File: config.mk
export PLATFORM = sky130hd
export DESIGN_NAME = pc_sequencer
export DESIGN_NICKNAME = d
export VERILOG_FILES = /design/src/rtl/pc_sequencer_pkg.sv /design/src/rtl/ras_stack.sv /design/src/rtl/pc_sequencer.sv
export SDC_FILE = /design/constraint.sdc
export NUM_CORES = 1
export LEC_CHECK = 0
export BUFFER_PORTS_ARGS = -buffer_cell sky130_fd_sc_hd__buf_2
export CORE_ASPECT_RATIO = 0.5
export CORE_UTILIZATION = 35
export DETAILED_ROUTE_END_ITERATION = 10
export HOLD_SLACK_MARGIN = 0.12
export PLACE_DENSITY = 0.59
export SLEW_MARGIN = 30
export SYNTH_ARGS = -nofsm -noshare
export SYNTH_HDL_FRONTEND = slang
export SYNTH_SLANG_ARGS = --single-unit
File: constraint.sdc
create_clock -name clk -period 3.8 [get_ports clk]
set_input_delay 0.19 -clock clk [delete_from_list [all_inputs] [get_ports clk]]
set_output_delay 0.19 -clock clk [all_outputs]
set_load 0.02 [all_outputs]
File: src/rtl/pc_sequencer_pkg.sv
// Shared definitions for the PC sequencer, branch-selection mux and fetch stage:
// default address width, reset vector and sequencer state encodings.
package pc_sequencer_pkg;

   localparam int PC_WIDTH_DEF = 17;
   localparam logic [PC_WIDTH_DEF-1:0] RESET_VECTOR_DEF = 17'd0;

   localparam logic [1:0] ST_BOOT = 2'd0;
   localparam logic [1:0] ST_RUN  = 2'd1;
   localparam logic [1:0] ST_HALT = 2'd2;

endpackage

File: src/rtl/ras_stack.sv
// Return-address stack kept as a circular buffer; a full push overwrites the
// oldest entry, an empty pop leaves it empty, and both cases set sticky flags.
module ras_stack #(
   parameter int WIDTH = 17,
   parameter int DEPTH = 4,
   parameter logic [WIDTH-1:0] EMPTY_VALUE = '0
) (
   input  logic             clk,
   input  logic             reset,
   input  logic             push,
   input  logic             pop,
   input  logic [WIDTH-1:0] push_data,
   output logic [WIDTH-1:0] top_data,
   output logic             overflow,
   output logic             underflow
);

   localparam int PW = $clog2(DEPTH);
   localparam int CW = $clog2(DEPTH + 1);

   logic [WIDTH-1:0] entries [DEPTH];
   logic [PW-1:0]    top_ptr;
   logic [PW-1:0]    next_ptr;
   logic [PW-1:0]    prev_ptr;
   logic [CW-1:0]    fill;
   logic             empty;
   logic             full;

   assign next_ptr = top_ptr + 1'b1;
   assign prev_ptr = top_ptr - 1'b1;
   assign empty    = (fill == '0);
   assign full     = (fill == CW'(DEPTH));
   assign top_data = empty ? EMPTY_VALUE : entries[top_ptr];

   // Simultaneous push+pop replaces the top in place, except on an empty
   // stack where it degenerates to a plain push.
   always_ff @(posedge clk or posedge reset) begin
      if (reset) begin
         for (int i = 0; i < DEPTH; i++) begin
            entries[i] <= '0;
         end
         top_ptr   <= '0;
         fill      <= '0;
         overflow  <= 1'b0;
         underflow <= 1'b0;
      end else if (push && (!pop || empty)) begin
         entries[next_ptr] <= push_data;
         top_ptr           <= next_ptr;
         if (full) begin
            overflow <= 1'b1;
         end else begin
            fill <= fill + 1'b1;
         end
      end else if (push && pop) begin
         entries[top_ptr] <= push_data;
      end else if (pop) begin
         if (empty) begin
            underflow <= 1'b1;
         end else begin
            top_ptr <= prev_ptr;
            fill    <= fill - 1'b1;
         end
      end
   end

endmodule

File: src/rtl/pc_sequencer.sv
// Program-counter stage: registers the selected next PC, supplies PC+1 and the
// return address back to the branch mux, and sequences boot/run/halt.
module pc_sequencer
   import pc_sequencer_pkg::*;
#(
   parameter int PC_WIDTH = PC_WIDTH_DEF,
   parameter int RAS_DEPTH = 4,
   parameter logic [PC_WIDTH-1:0] RESET_VECTOR = PC_WIDTH'(RESET_VECTOR_DEF)
) (
   input  logic                clk,
   input  logic                reset,
   input  logic [PC_WIDTH-1:0] next_pc_in,
   input  logic                stall,
   input  logic                halt_req,
   input  logic                call,
   input  logic                ret,
   output logic [PC_WIDTH-1:0] pc_out,
   output logic [PC_WIDTH-1:0] pc_plus1,
   output logic [PC_WIDTH-1:0] ret_addr,
   output logic                fetch_valid,
   output logic                halted,
   output logic                ras_overflow,
   output logic                ras_underflow
);

   logic [1:0]          state;
   logic [PC_WIDTH-1:0] pc;
   logic                advance;

   // A halting edge performs no PC load and no RAS action, even if unstalled.
   assign advance     = (state == ST_RUN) && !halt_req && !stall;
   assign pc_out      = pc;
   assign pc_plus1    = pc + 1'b1;
   assign fetch_valid = (state == ST_RUN) && !stall;
   assign halted      = (state == ST_HALT);

   always_ff @(posedge clk or posedge reset) begin
      if (reset) begin
         state <= ST_BOOT;
         pc    <= RESET_VECTOR;
      end else begin
         case (state)
            ST_BOOT: state <= ST_RUN;
            ST_RUN: begin
               if (halt_req) begin
                  state <= ST_HALT;
               end else if (!stall) begin
                  pc <= next_pc_in;
               end
            end
            ST_HALT: state <= ST_HALT;
            default: state <= ST_BOOT;
         endcase
      end
   end

   ras_stack #(
      .WIDTH       (PC_WIDTH),
      .DEPTH       (RAS_DEPTH),
      .EMPTY_VALUE (RESET_VECTOR)
   ) u_ras (
      .clk       (clk),
      .reset     (reset),
      .push      (advance && call),
      .pop       (advance && ret),
      .push_data (pc_plus1),
      .top_data  (ret_addr),
      .overflow  (ras_overflow),
      .underflow (ras_underflow)
   );

endmodule

* Word level (Yosys, flattened, before mapping)
Index checks and enable logic that the tools add are counted.
** Cells by class
- Add/sub/neg operators :: 5
- $lt $le $gt $ge :: 4
- Equal/unequal tests :: 7
- Mux-type cells :: 23
- Bitwise logic cells :: 6
- Reductions and logical operators :: 22
** Operator list (number)
- $bwmux 68 :: 2
- $mux 68 :: 2
- $mux 17 :: 5
- $demux 17 s2 :: 2
- $bmux 17 s2 :: 1
- $add 17x1->17 const B :: 1
- $mux 3 :: 5
- $mux 2 :: 5
- $logic_and 1x1->1 :: 9
- $reduce_and 4->1 :: 2
- $ge 3x3->1 const B :: 2
- $lt 3x1->1 const B :: 2
- $ne 2x2->1 const B :: 3
- $not 2->3 :: 2
- $pmux 2 s3 :: 1
- $reduce_and 3->1 :: 2
- $not 1->1 :: 4
- $reduce_bool 2->1 :: 2
- $add 3x1->3 const B :: 1
- $eq 3x3->1 const B :: 1
- $logic_not 1->1 :: 3
- $logic_not 3->1 :: 1
- $sub 3x1->3 const B :: 1
- $add 2x1->2 const B :: 1
- 7 further kinds :: 7
** Word-level totals
- Bits in registers :: 94
- Input bits :: 23
- Word-level logic and storage cells :: 77

* Longest topological paths before layout
Gate-level depths: netlist of run 1.
- Depth in word-level cells :: 9
- Mapped depth :: 9
- Depth with buffers taken out :: 8

* Modules after synthesis
From an unflattened synthesis of run 1, not the netlist that was laid out.
** Unflattened totals
- Cells, all modules :: 341
- Area, all modules :: 4899.7 µm²
** Modules (own cells, without submodules)
- ras_stack :: times used 1, cells an instance 245, area an instance 3782.4 µm², sequential area each 1876.8 µm²
- pc_sequencer :: times used 1, cells an instance 96, area an instance 1117.3 µm², sequential area each 475.5 µm²

* Worst setup path after synthesis of run 1
OpenSTA, ideal clock, no wires.
- Kind :: register -> register
- Start point :: reg u_ras.top_ptr[0]
- End point :: reg u_ras.entries[0] in the netlist's numbering
- Setup time :: 125 ps
- Arrival :: 2171 ps
- Required time :: 3675 ps
- Path slack :: 1504 ps
- Cell stages (with the launch flop) :: 9
- Path buffers :: 3
- Path through :: dfrtp_1 buf_2 clkbuf_1 inv_1 ha_1 mux2i_1 nor2_4 buf_12 mux2_4
** On the way
- Longest elaborated chain between the ends :: 8
- Elaborated cells between the ends (all ways) :: 17
- Classes of those cells :: add/sub: 1; order compare: 4; mux: 8; bitwise: 2; reduce/logical: 2
** RTL lines
- from (decl) :: RTL line ras_stack.sv:22 : logic [PW-1:0] top_ptr;
- from (signal assigned) :: RTL line ras_stack.sv:48 : top_ptr <= next_ptr;
- from (signal assigned) :: RTL line ras_stack.sv:60 : top_ptr <= prev_ptr;
- $add 2x1->2 * :: RTL line ras_stack.sv:29 : assign next_ptr = top_ptr + 1'b1;
- via u_ras.next_ptr[0] :: RTL line ras_stack.sv:23 : logic [PW-1:0] next_ptr;
- $not 2->3 (implied by the code) * :: RTL line ras_stack.sv:47 : entries[next_ptr] <= push_data;
- $ge 3x3->1 (implied by the code) / $lt 3x1->1 (equally long branches) :: RTL line ras_stack.sv:47
- $logic_and 1x1->1 (implied by the code) :: RTL line ras_stack.sv:47
- $mux 17 (implied by the code) :: RTL line ras_stack.sv:47
- $demux 17 s2 * :: RTL line ras_stack.sv:47
- $bwmux 68 * :: RTL line ras_stack.sv:47
- $mux 68 * :: RTL line ras_stack.sv:46 : end else if (push && (!pop || empty)) begin
- to (signal, indexed assignment) :: RTL line ras_stack.sv:47
- to (signal, indexed assignment) :: RTL line ras_stack.sv:55 : entries[top_ptr] <= push_data;
- to (decl) :: RTL line ras_stack.sv:21 : logic [WIDTH-1:0] entries [DEPTH];
The timed path passes the listed nets; every way through them passes the cells marked *. The select of a mux whose other input is x is not followed.
A chain may end at the register's enable or synchronous reset.

* Final worst setup path of run 1
- Start point :: reg pc[1], in the netlist pc_out[1]
- End point :: out pc_plus1[14]
** On the way
- Longest elaborated chain between the ends :: 1
** RTL lines
- from (decl) :: RTL line pc_sequencer.sv:27 : logic [PC_WIDTH-1:0] pc;
- from (signal assigned) :: RTL line pc_sequencer.sv:48 : pc <= next_pc_in;
- $add 17x1->17 :: RTL line pc_sequencer.sv:33 : assign pc_plus1 = pc + 1'b1;
- to (decl) :: RTL line pc_sequencer.sv:18 : output logic [PC_WIDTH-1:0] pc_plus1,
No other way between the ends.

==> flow_summary.yaml, run 1 <==
sta:
  hold_viol: 0
  slew_headroom_pct: 52.57
  timing.final.crit_period_ns: 2.586
  fin_crit_sh_pct: 68.05
  layout_setup_ws_ns: 1.214
  worst_pin_slew_ns: 0.7064
  fmax_ghz: 0.3867
  setup_viol: 0
  finalSetupTns_ns: 0
  finClkSkew_ns: 0.005574
  rsz0062_at_grt: "false"
  slew_violations: 0
logic_synthesis:
  yosys.area.top_type: "dfrtp_1"
  synth.avg_cell_area_um2: 13.19
  yosysWarnings: 0
  async_flop_share_pct: 100.0
  synth_cell_type_count: 50
  synth_edf_count: 0
  syn-instance-count: 367
  ys.flop_type: "dfrtp_1"
  yosys-top-cells-area: "dfrtp_1 (49%), mux2_2 (8.6%), mux2_4 (8.4%), mux4_2 (7.9%), nand2_1 (4.1%)"
  syn_area_um2: 4840
  yosysSeqAreaShare_pct: 48.60
  synth_top_area_share_pct: 48.60
  synthTopCellsByCount: "dfrtp_1 (94), nand2_1 (53), mux2_2 (37)"
  synth_nets: 399
  yosysMostFrequentCell: "dfrtp_1"
  ys_ff_latch: 94
layout:
  n_antenna_cell: 0
  n_fill_cell: 1240
  drive_gt1_share_pct: 41.51
  syn2layout_area_growth_pct: 21.23
  finalNetCount: 493
clock_network:
  clkSinkCount: 94
  root_buffer: "clkbuf_16"
  cts_tree: "yes"
  post-cts-setup-buffer-count: 0
  cts.repair.resized: 0
  clk_pin_slew_ns: 0.06
  clock_path_buffers: 2
  numCtsBuffers: 9
  clock_latency_ns: 0.34
  cts_hold_buffers: 18
  ctsHtreeMaxLevel: 3
power:
  seqPwrFrac_pct: 36.4
  power_mw: 4.972
  pwr-share-clk_pct: 20.7
  intPower_mw: 3.018
  vdd_drop_max_mv: 0.3466
  power.share.switching_pct: 39.31
  p_comb_share_pct: 42.9
  p_leak_nw: 2.841
  p_sw_mw: 1.955
  power_density_nw_per_um2: 847.5
grt:
  grt_antenna_before_repair: 0
  grt_pass1_wl_mm: 18.33
  grt_pass1_vias: 3297
  grt_max_degree: 47
  overflow: 0
  grt_usage_pct: 16.83
floorplan:
  die_y_um: 85.15
  initial_core_util_pct: 37.05
  dieArea_um2: 14330
  core_um2: 13060
  pin_count: 78
  placementRows: 29
  die_w_um: 168.3
route:
  via_per_inst: 4.956
  drc: 0
  antenna_left: 0
  finalWirelength_mm: 10.97
  dr.pass1.iters: 4
  avgRoutedWirePerCell_um: 17.28
  drtIter0Drc: 172
  vias: 3147
setup_path:
  cp-start-kind: "register"
  required_ns: 3.61
  crit_fanout: 6
  worstSetupPathType: "register to output port"
  arrival_ns: 2.40
  cp-end-kind: "output port"
placed_design:
  dp_hpwl_mm: 7.705
  post-place-ws_ns: 1.228
  port_buffers: 77
  gp_congestion: 0.7355
run:
  drv_cap: 0
run_status:
  outcome: "completed"
hold_path:
  hp-class: "input port to register"
## logic make-up after synthesis
logic type      after synthesis  share of synthesized area, %
compound gates               22                         3.671
simple gates                108                         11.82
fa+ha+maj                     9                         2.482
mux                          87                         26.42
flops                        94                         48.60
buf+inv                      29                         3.749
xor+xnor                     18                         3.257
## sequential cells by signal, summed over array words and instances (netlist names)
signal	count
u_ras.fill	3
pc_out	17
u_ras.overflow	1
u_ras.underflow	1
state	2
u_ras.entries	68
u_ras.top_ptr	2
## per-layer routing
metal / up-vias / GRT usage, % / wire (um)
met1: 1608 / 24.86 / 5716
met4: 0 / 4.215 / 94
li1: 1480 / - / -
met3: 6 / 3.545 / 278
met5: - / 0 / 0
met2: 53 / 25.16 / 4883
## area by class of cell
| type | instances | area (um^2) | area share, % |
|---|---|---|---|
| timing repair buffer | 100 | 603.1 | 10.28 |
| inverter | 12 | 46.29 | 0.7891 |
| tap | 170 | 212.7 | 3.626 |
| multi-input combinational | 244 | 2311 | 39.39 |
| sequential | 94 | 2352 | 40.09 |
| clock buffer | 9 | 225.2 | 3.839 |
| clock inverter | 6 | 116.4 | 1.983 |
## metrics by stage
step / hold WS [ns] / utilization (%) / instances / instance area (um^2)
after floorplan: 0.2954 / - / 367 / 4840
after global placement: 0.1130 / 40.92 / 602 / 5345
after detailed placement: 0.1174 / 40.92 / 602 / 5345
after CTS: 0.1629 / 44.91 / 635 / 5867
after global routing: 0.1682 / 44.91 / 635 / 5867
final: 0.1771 / 44.91 / 635 / 5867
## power groups by stage
stage               combinational, mW  clock (mW)  sequential, mW
finish                           2.13        1.03            1.81
global route                     2.31        1.10            1.88
global placement                 2.11           0            1.81
CTS                              2.16        1.06            1.81
detailed placement               2.14           0            1.83
floorplan                        1.47           0            1.80
## cells in the final DEF (no fill, tap or decap), types with 7 or more instances in the layout
master,instances
o21ai_0,7
dfrtp_1,94
ha_1,8
inv_1,11
and2_1,17
nor3_1,7
xor2_1,8
nand2_1,53
mux2_2,37
xnor2_1,10
mux2_4,27
dlygate4sd3_1,18
buf_2,77
mux4_2,17
clkbuf_16,9
## critical path, stage by stage (launching register included)
cell and delay, ns:
dfrtp_1 0.47, ha_1 0.32, nand4_1 0.19, nor4_1 0.36, xor2_1 0.45, buf_2 0.26
## worst paths after layout
path / end / cells after the start / slack (ns) / startpoint
max: pc_plus1[14] / 5 / 1.21 / pc_out[1]
min: u_ras.underflow / 2 / 0.18 / ret
max reg2reg: u_ras.entries[44] / 5 / 1.25 / state[1]
min reg2reg: u_ras.underflow / 1 / 0.47 / u_ras.underflow
max in group asynchronous: state[1] / 4 / 2.65 / reset
min in group asynchronous: u_ras.entries[46] / 3 / 0.31 / reset
No activity file was read; power rests on OpenSTA's default activity.
==> run 2: changes to the inputs <==
--- a/config.mk
+++ b/config.mk
@@ -10,7 +10,7 @@
 export CORE_UTILIZATION = 35
 export DETAILED_ROUTE_END_ITERATION = 10
 export HOLD_SLACK_MARGIN = 0.12
-export PLACE_DENSITY = 0.59
+export PLACE_DENSITY = 0.61
 export SLEW_MARGIN = 30
 export SYNTH_ARGS = -nofsm -noshare
 export SYNTH_HDL_FRONTEND = slang
==> constraint.sdc (replaced) <==
create_clock -name clk -period 2.29 [get_ports clk]
set_input_delay 0.1145 -clock clk [delete_from_list [all_inputs] [get_ports clk]]
set_output_delay 0.1145 -clock clk [all_outputs]
set_load 0.02 [all_outputs]
==> run 2 against run 1 <==
- sequential share of layout area down 0.93 points
- combinational power up 76%
- first-iteration DRC count down 33%
- hold slack worse by 0.033 ns
- final cell count up 3.1%
- highest routed layer unchanged
==> flow_summary.yaml, run 2 (same netlist as run 1, synthesis figures left out) <==
route:
  via_per_inst: 4.911
  antenna_left: 0
  vias: 3217
  drtIter0Drc: 115
  drc: 0
  finalWirelength_mm: 11.37
  dr.pass1.iters: 4
  avgRoutedWirePerCell_um: 17.35
setup_path:
  arrival_ns: 2.01
  required_ns: 2.18
  cp-end-kind: "output port"
  cp-start-kind: "register"
  crit_fanout: 5
  worstSetupPathType: "register to output port"
power:
  p_leak_nw: 2.914
  vdd_drop_max_mv: 0.7358
  power_density_nw_per_um2: 1354
clock_network:
  clkSinkCount: 94
  cts.repair.resized: 0
  numCtsBuffers: 9
  clk_pin_slew_ns: 0.07
  ctsHtreeMaxLevel: 3
  clock_path_buffers: 2
  root_buffer: "clkbuf_16"
  clock_latency_ns: 0.34
  cts_tree: "yes"
floorplan:
  die_w_um: 168.3
  dieArea_um2: 14330
  initial_core_util_pct: 37.05
  core_um2: 13060
  die_y_um: 85.15
  pin_count: 78
  placementRows: 29
layout:
  regMostFlops: "u_ras.entries"
  final_cell_mix: "dfrtp_1 (94), buf_2 (77), nand2_1 (53)"
  syn2layout_area_growth_pct: 24.10
  multi_input_area_um2: 2311
  drive_gt1_share_pct: 43.51
  stdcell_count: 655
  n_antenna_cell: 0
  layout_commonest_cell: "dfrtp_1"
  finalNetCount: 512
  largest_reg_flops: 68
  seq_area_um2: 2352
  final_util_pct: 45.98
  n_fill_cell: 1242
hold_path:
  hp-class: "input port to register"
sta:
  fmax_ghz: 0.4711
  timing.final.crit_period_ns: 2.123
  slew_violations: 0
  worst_pin_slew_ns: 0.6247
  fin_crit_sh_pct: 92.69
  finClkSkew_ns: 0.007473
  layout_setup_ws_ns: 0.1674
  rsz0062_at_grt: "false"
  holdWs_ns: 0.1446
  setup_viol: 0
  finalSetupTns_ns: 0
  slew_headroom_pct: 58.21
  hold_viol: 0
placed_design:
  gp_congestion: 0.7485
  post-place-ws_ns: 0.3156
  dp.cells: 617
  dp_hpwl_mm: 8.147
  port_buffers: 77
grt:
  grt_antenna_before_repair: 0
  grt_max_degree: 49
  grt_usage_pct: 17.17
  grt_pass1_wl_mm: 18.71
  grt_pass1_vias: 3383
  overflow: 0
run:
  drv_cap: 0
run_status:
  outcome: "completed"
run 2: where the power goes:
group	total [mW]	switching [mW]	leakage [nW]	internal [mW]
Combinational	3.75	2.04	1.53	1.71
Sequential	2.96	0.609	1.25	2.35
Clock	1.42	0.667	0.136	0.756
Total	8.13	3.31	2.91	4.82
run 2: per-stage QoR:
| stage | total power, mW | cell area [um^2] |
|---|---|---|
| after global placement | 6.641 | 5510 |
| after CTS | 8.190 | 5983 |
| after global routing | 8.668 | 6006 |
| after floorplan | 5.423 | 4845 |
| after detailed placement | 6.723 | 5510 |
| final | 8.133 | 6006 |
run 2: cell type report:
type                       count  area share, %
sequential                    94          39.17
inverter                      12         0.8125
tap                          170          3.542
clock inverter                 6         0.8958
multi-input combinational    244          38.48
timing repair buffer         119          13.29
clock buffer                  10          3.813
run 2: per-layer routing:
metal | vias up | share of wire [%] | track usage, %
met1 | 1618 | 51 | 24.68
li1 | 1523 | - | -
met4 | 0 | 0.79 | 4.545
met2 | 66 | 45 | 26.52
met5 | - | 0 | 0
met3 | 10 | 3.8 | 3.498
run 2: worst paths after layout:
path	end	slack, ns	from	depth (start not counted)
setup / recovery	pc_plus1[8]	0.17	pc_out[1]	5
hold / removal	u_ras.top_ptr[1]	0.14	call	3
setup reg to reg	u_ras.fill[2]	0.29	u_ras.fill[2]	6
hold reg to reg	u_ras.underflow	0.47	u_ras.underflow	1
max in group asynchronous	pc_out[8]	1.35	reset	4
min in group asynchronous	u_ras.entries[22]	0.35	reset	3
run 2: what timing repair did:
item                       4_1_cts  5_1_grt
hold endpoints to repair        35        0
buffers inserted                 0        3
hold buffers                    19        0
setup endpoints to repair        0        2
run 2: worst max-delay path: stages, from the launching register on:
cell and delay, ns:
dfrtp_1 0.35, ha_1 0.24, and4_1 0.26, nand4_1 0.12, xnor2_1 0.44, buf_2 0.26
==> run 3: changes to the inputs <==
--- a/config.mk
+++ b/config.mk
@@ -14,4 +14,5 @@
 export SLEW_MARGIN = 30
 export SYNTH_ARGS = -nofsm -noshare
 export SYNTH_HDL_FRONTEND = slang
+export SYNTH_HIERARCHICAL = 1
 export SYNTH_SLANG_ARGS = --single-unit
==> run 3 against run 2 <==
- first-iteration DRC count is 15% lower
- hold slack better by 0.10 ns
- flip-flop and latch count stayed put
- largest power group unchanged
- critical endpoint is now u_ras/fill[2]
- synthesized area is 1.2% higher
- critical path type is now register to register
==> flow_summary.yaml, run 3 <==
grt:
  overflow: 0
  grt_pass1_vias: 3259
  grt_antenna_before_repair: 0
  grt_max_degree: 76
  grt_usage_pct: 16.27
  grt_pass1_wl_mm: 17.75
placed_design:
  port_buffers: 77
  gp_congestion: 0.7400
  dp_hpwl_mm: 7.487
  dp.cells: 617
  postPlaceCellArea_um2: 5703
sta:
  rsz0062_at_grt: "true"
  fin_crit_sh_pct: 95.61
  finClkSkew_ns: 0.008267
  fmax_ghz: 0.4567
  worst_pin_slew_ns: 0.7328
  setup_viol: 0
  slew_headroom_pct: 51.09
  timing.final.crit_period_ns: 2.190
  hold_viol: 0
  slew_violations: 0
run:
  drv_cap: 0
run_status:
  outcome: "completed"
logic_synthesis:
  ys_ff_latch: 94
  syn_area_um2: 4900
  synthTopCellsByCount: "dfrtp_1 (94), mux2_2 (74), mux4_2 (17)"
  yosysWarnings: 6
  async_flop_share_pct: 100.0
  synth_nets: 375
  synth_edf_count: 0
  yosysMostFrequentCell: "dfrtp_1"
  synth.avg_cell_area_um2: 14.37
  yosys.area.top_type: "dfrtp_1"
  yosysSeqAreaShare_pct: 48.01
  synth_top_area_share_pct: 48.01
  syn-instance-count: 341
  synth_cell_type_count: 46
  yosys-top-cells-area: "dfrtp_1 (48%), mux2_2 (17%), mux4_2 (7.8%), mux2_4 (3.1%), ha_1 (2.8%)"
  ys.flop_type: "dfrtp_1"
route:
  drtIter0Drc: 98
  vias: 3144
  drc: 0
  dr.pass1.iters: 4
  via_per_inst: 4.785
  finalWirelength_mm: 10.70
  avgRoutedWirePerCell_um: 16.29
  antenna_left: 0
floorplan:
  die_w_um: 169.3
  pin_count: 78
  die_y_um: 85.67
  core_um2: 13590
  initial_core_util_pct: 36.06
  dieArea_um2: 14510
  placementRows: 30
setup_path:
  path_cells: "inv_2, ha_4, nand2b_4, nor2_4, and2_4, o31a_1, nor2_2, xnor2_1, ha_2, buf_4, a22oi_1, o221ai_1"
  cp-end-kind: "register"
  critical_path.max_stage_delay_ns: 0.38
  worst-path-buf-inv: 2
  crit_family: "compound AO/OA/AOI/OAI gates"
  required_ns: 2.50
  arrival_ns: 2.40
  critPathSlowestCell: "dfrtp_1"
  crit_fanout: 5
  worstSetupPathType: "register to register"
  cp-start-kind: "register"
clock_network:
  clock_latency_ns: 0.34
  cts_tree: "yes"
  clkSinkCount: 94
  ctsHtreeMaxLevel: 3
  root_buffer: "clkbuf_16"
  clock_path_buffers: 2
  clk_pin_slew_ns: 0.06
  numCtsBuffers: 9
layout:
  n_fill_cell: 1255
  finalNetCount: 494
  n_antenna_cell: 0
  regMostFlops: "u_ras/entries"
  multi_input_area_um2: 2482
  largest_reg_flops: 68
  final_cell_mix: "dfrtp_1 (93), buf_2 (77), mux2_2 (74)"
  layout_commonest_cell: "dfrtp_1"
  drive_gt1_share_pct: 57.42
  syn2layout_area_growth_pct: 28.70
  stdcell_count: 657
  final_util_pct: 46.41
  seq_area_um2: 2354
  finalInstanceArea_um2: 6306
power:
  power.share.switching_pct: 39.70
  power_density_nw_per_um2: 1263
  seqPwrFrac_pct: 35.9
  p_comb_share_pct: 45.6
  p_leak_nw: 3.057
  p_sw_mw: 3.161
  pwr-share-clk_pct: 18.5
  vdd_drop_max_mv: 0.6876
  intPower_mw: 4.801
  power_mw: 7.962
hold_path:
  hp-class: "input port to register"
[run 3: cell count changes after synthesis, sizes merged, moves of 5 or more]
cell	delta
nand2	-47
mux2	+20
and2	-15
nor2b	+11
and2b	+9
buf	+7
clkbuf	-7
mux2i	-5
o221ai	+5
[run 3: kinds of logic (layout without fill, tap and decap cells)]
| group | Yosys count | in the layout | synth area share (%) |
|---|---|---|---|
| and+or+nand+nor | 66 | 66 | 9.576 |
| xor gates and xnor gates | 20 | 20 | 3.575 |
| DFF | 94 | 94 | 48.01 |
| muxes | 102 | 102 | 28.12 |
| adders and majority gates | 11 | 11 | 2.809 |
| AOI/OAI and AO/OA | 18 | 18 | 4.214 |
| buffers and inverters | 30 | 154 | 3.703 |
[run 3: routing by layer]
metal | vias up | global-route usage (%) | wire, um
met5 | - | 0 | 0
met4 | 0 | 4.668 | 117
li1 | 1476 | - | -
met3 | 10 | 3.969 | 273
met2 | 44 | 26.23 | 4923
met1 | 1614 | 21.92 | 5386
[run 3: power by group through the flow]
stage	Combinational, mW	Clock [mW]	Sequential [mW]
after global placement	3.53	0	2.84
after CTS	3.61	1.50	2.84
final	3.63	1.47	2.86
after global routing	3.93	1.57	2.96
after floorplan	2.36	0	2.88
after detailed placement	3.56	0	2.86
[run 3: what timing repair did]
item,4_1_cts,5_1_grt
endpoints found under the hold margin,113,0
hold buffers,19,0
pin swaps,0,9
gates resized for setup,3,10
endpoints found under the setup margin,5,14
buffers inserted,0,5
gates cloned,0,0
[run 3: final timing paths]
check,start,endpoint,slack [ns],cells past startpoint
max in group asynchronous,reset,pc_out[0],1.32,3
min,call,u_ras/fill[2],0.25,4
min in group asynchronous,reset,u_ras/entries[9],0.43,4
min reg2reg,u_ras/overflow,u_ras/overflow,0.47,1
max,state[1],u_ras/fill[2],0.10,12
max reg2reg,state[1],u_ras/fill[2],0.10,12
[run 3: layout make-up]
type | instances | area share (%)
sequential | 94 | 37.32
multi-input combinational | 217 | 39.37
inverter | 13 | 0.7738
timing repair buffer | 125 | 14.03
clock inverter | 4 | 0.4762
clock buffer | 12 | 4.226
tap | 192 | 3.810
[run 3: through the flow]
step           hold WS (ns)  setup TNS [ns]  setup WS [ns]
5_1_grt              0.2553        -0.01345       -0.01345
3_5_place_dp         0.2747               0        0.04275
4_1_cts              0.2288               0        0.02164
6_report             0.2493               0         0.1005
2_1_floorplan       0.06563         -0.1967        -0.1027
3_3_place_gp         0.2688               0         0.1279
[run 3: worst register-to-register path: cells and delay by family, from the launching register on]
kind / cells / cell delay (ns)
DFF: 1 / 0.38
and+or+nand+nor: 4 / 0.46
xor gates and xnor gates: 1 / 0.13
adders and majority gates: 2 / 0.36
AOI/OAI and AO/OA: 3 / 0.50
buffers and inverters: 2 / 0.22
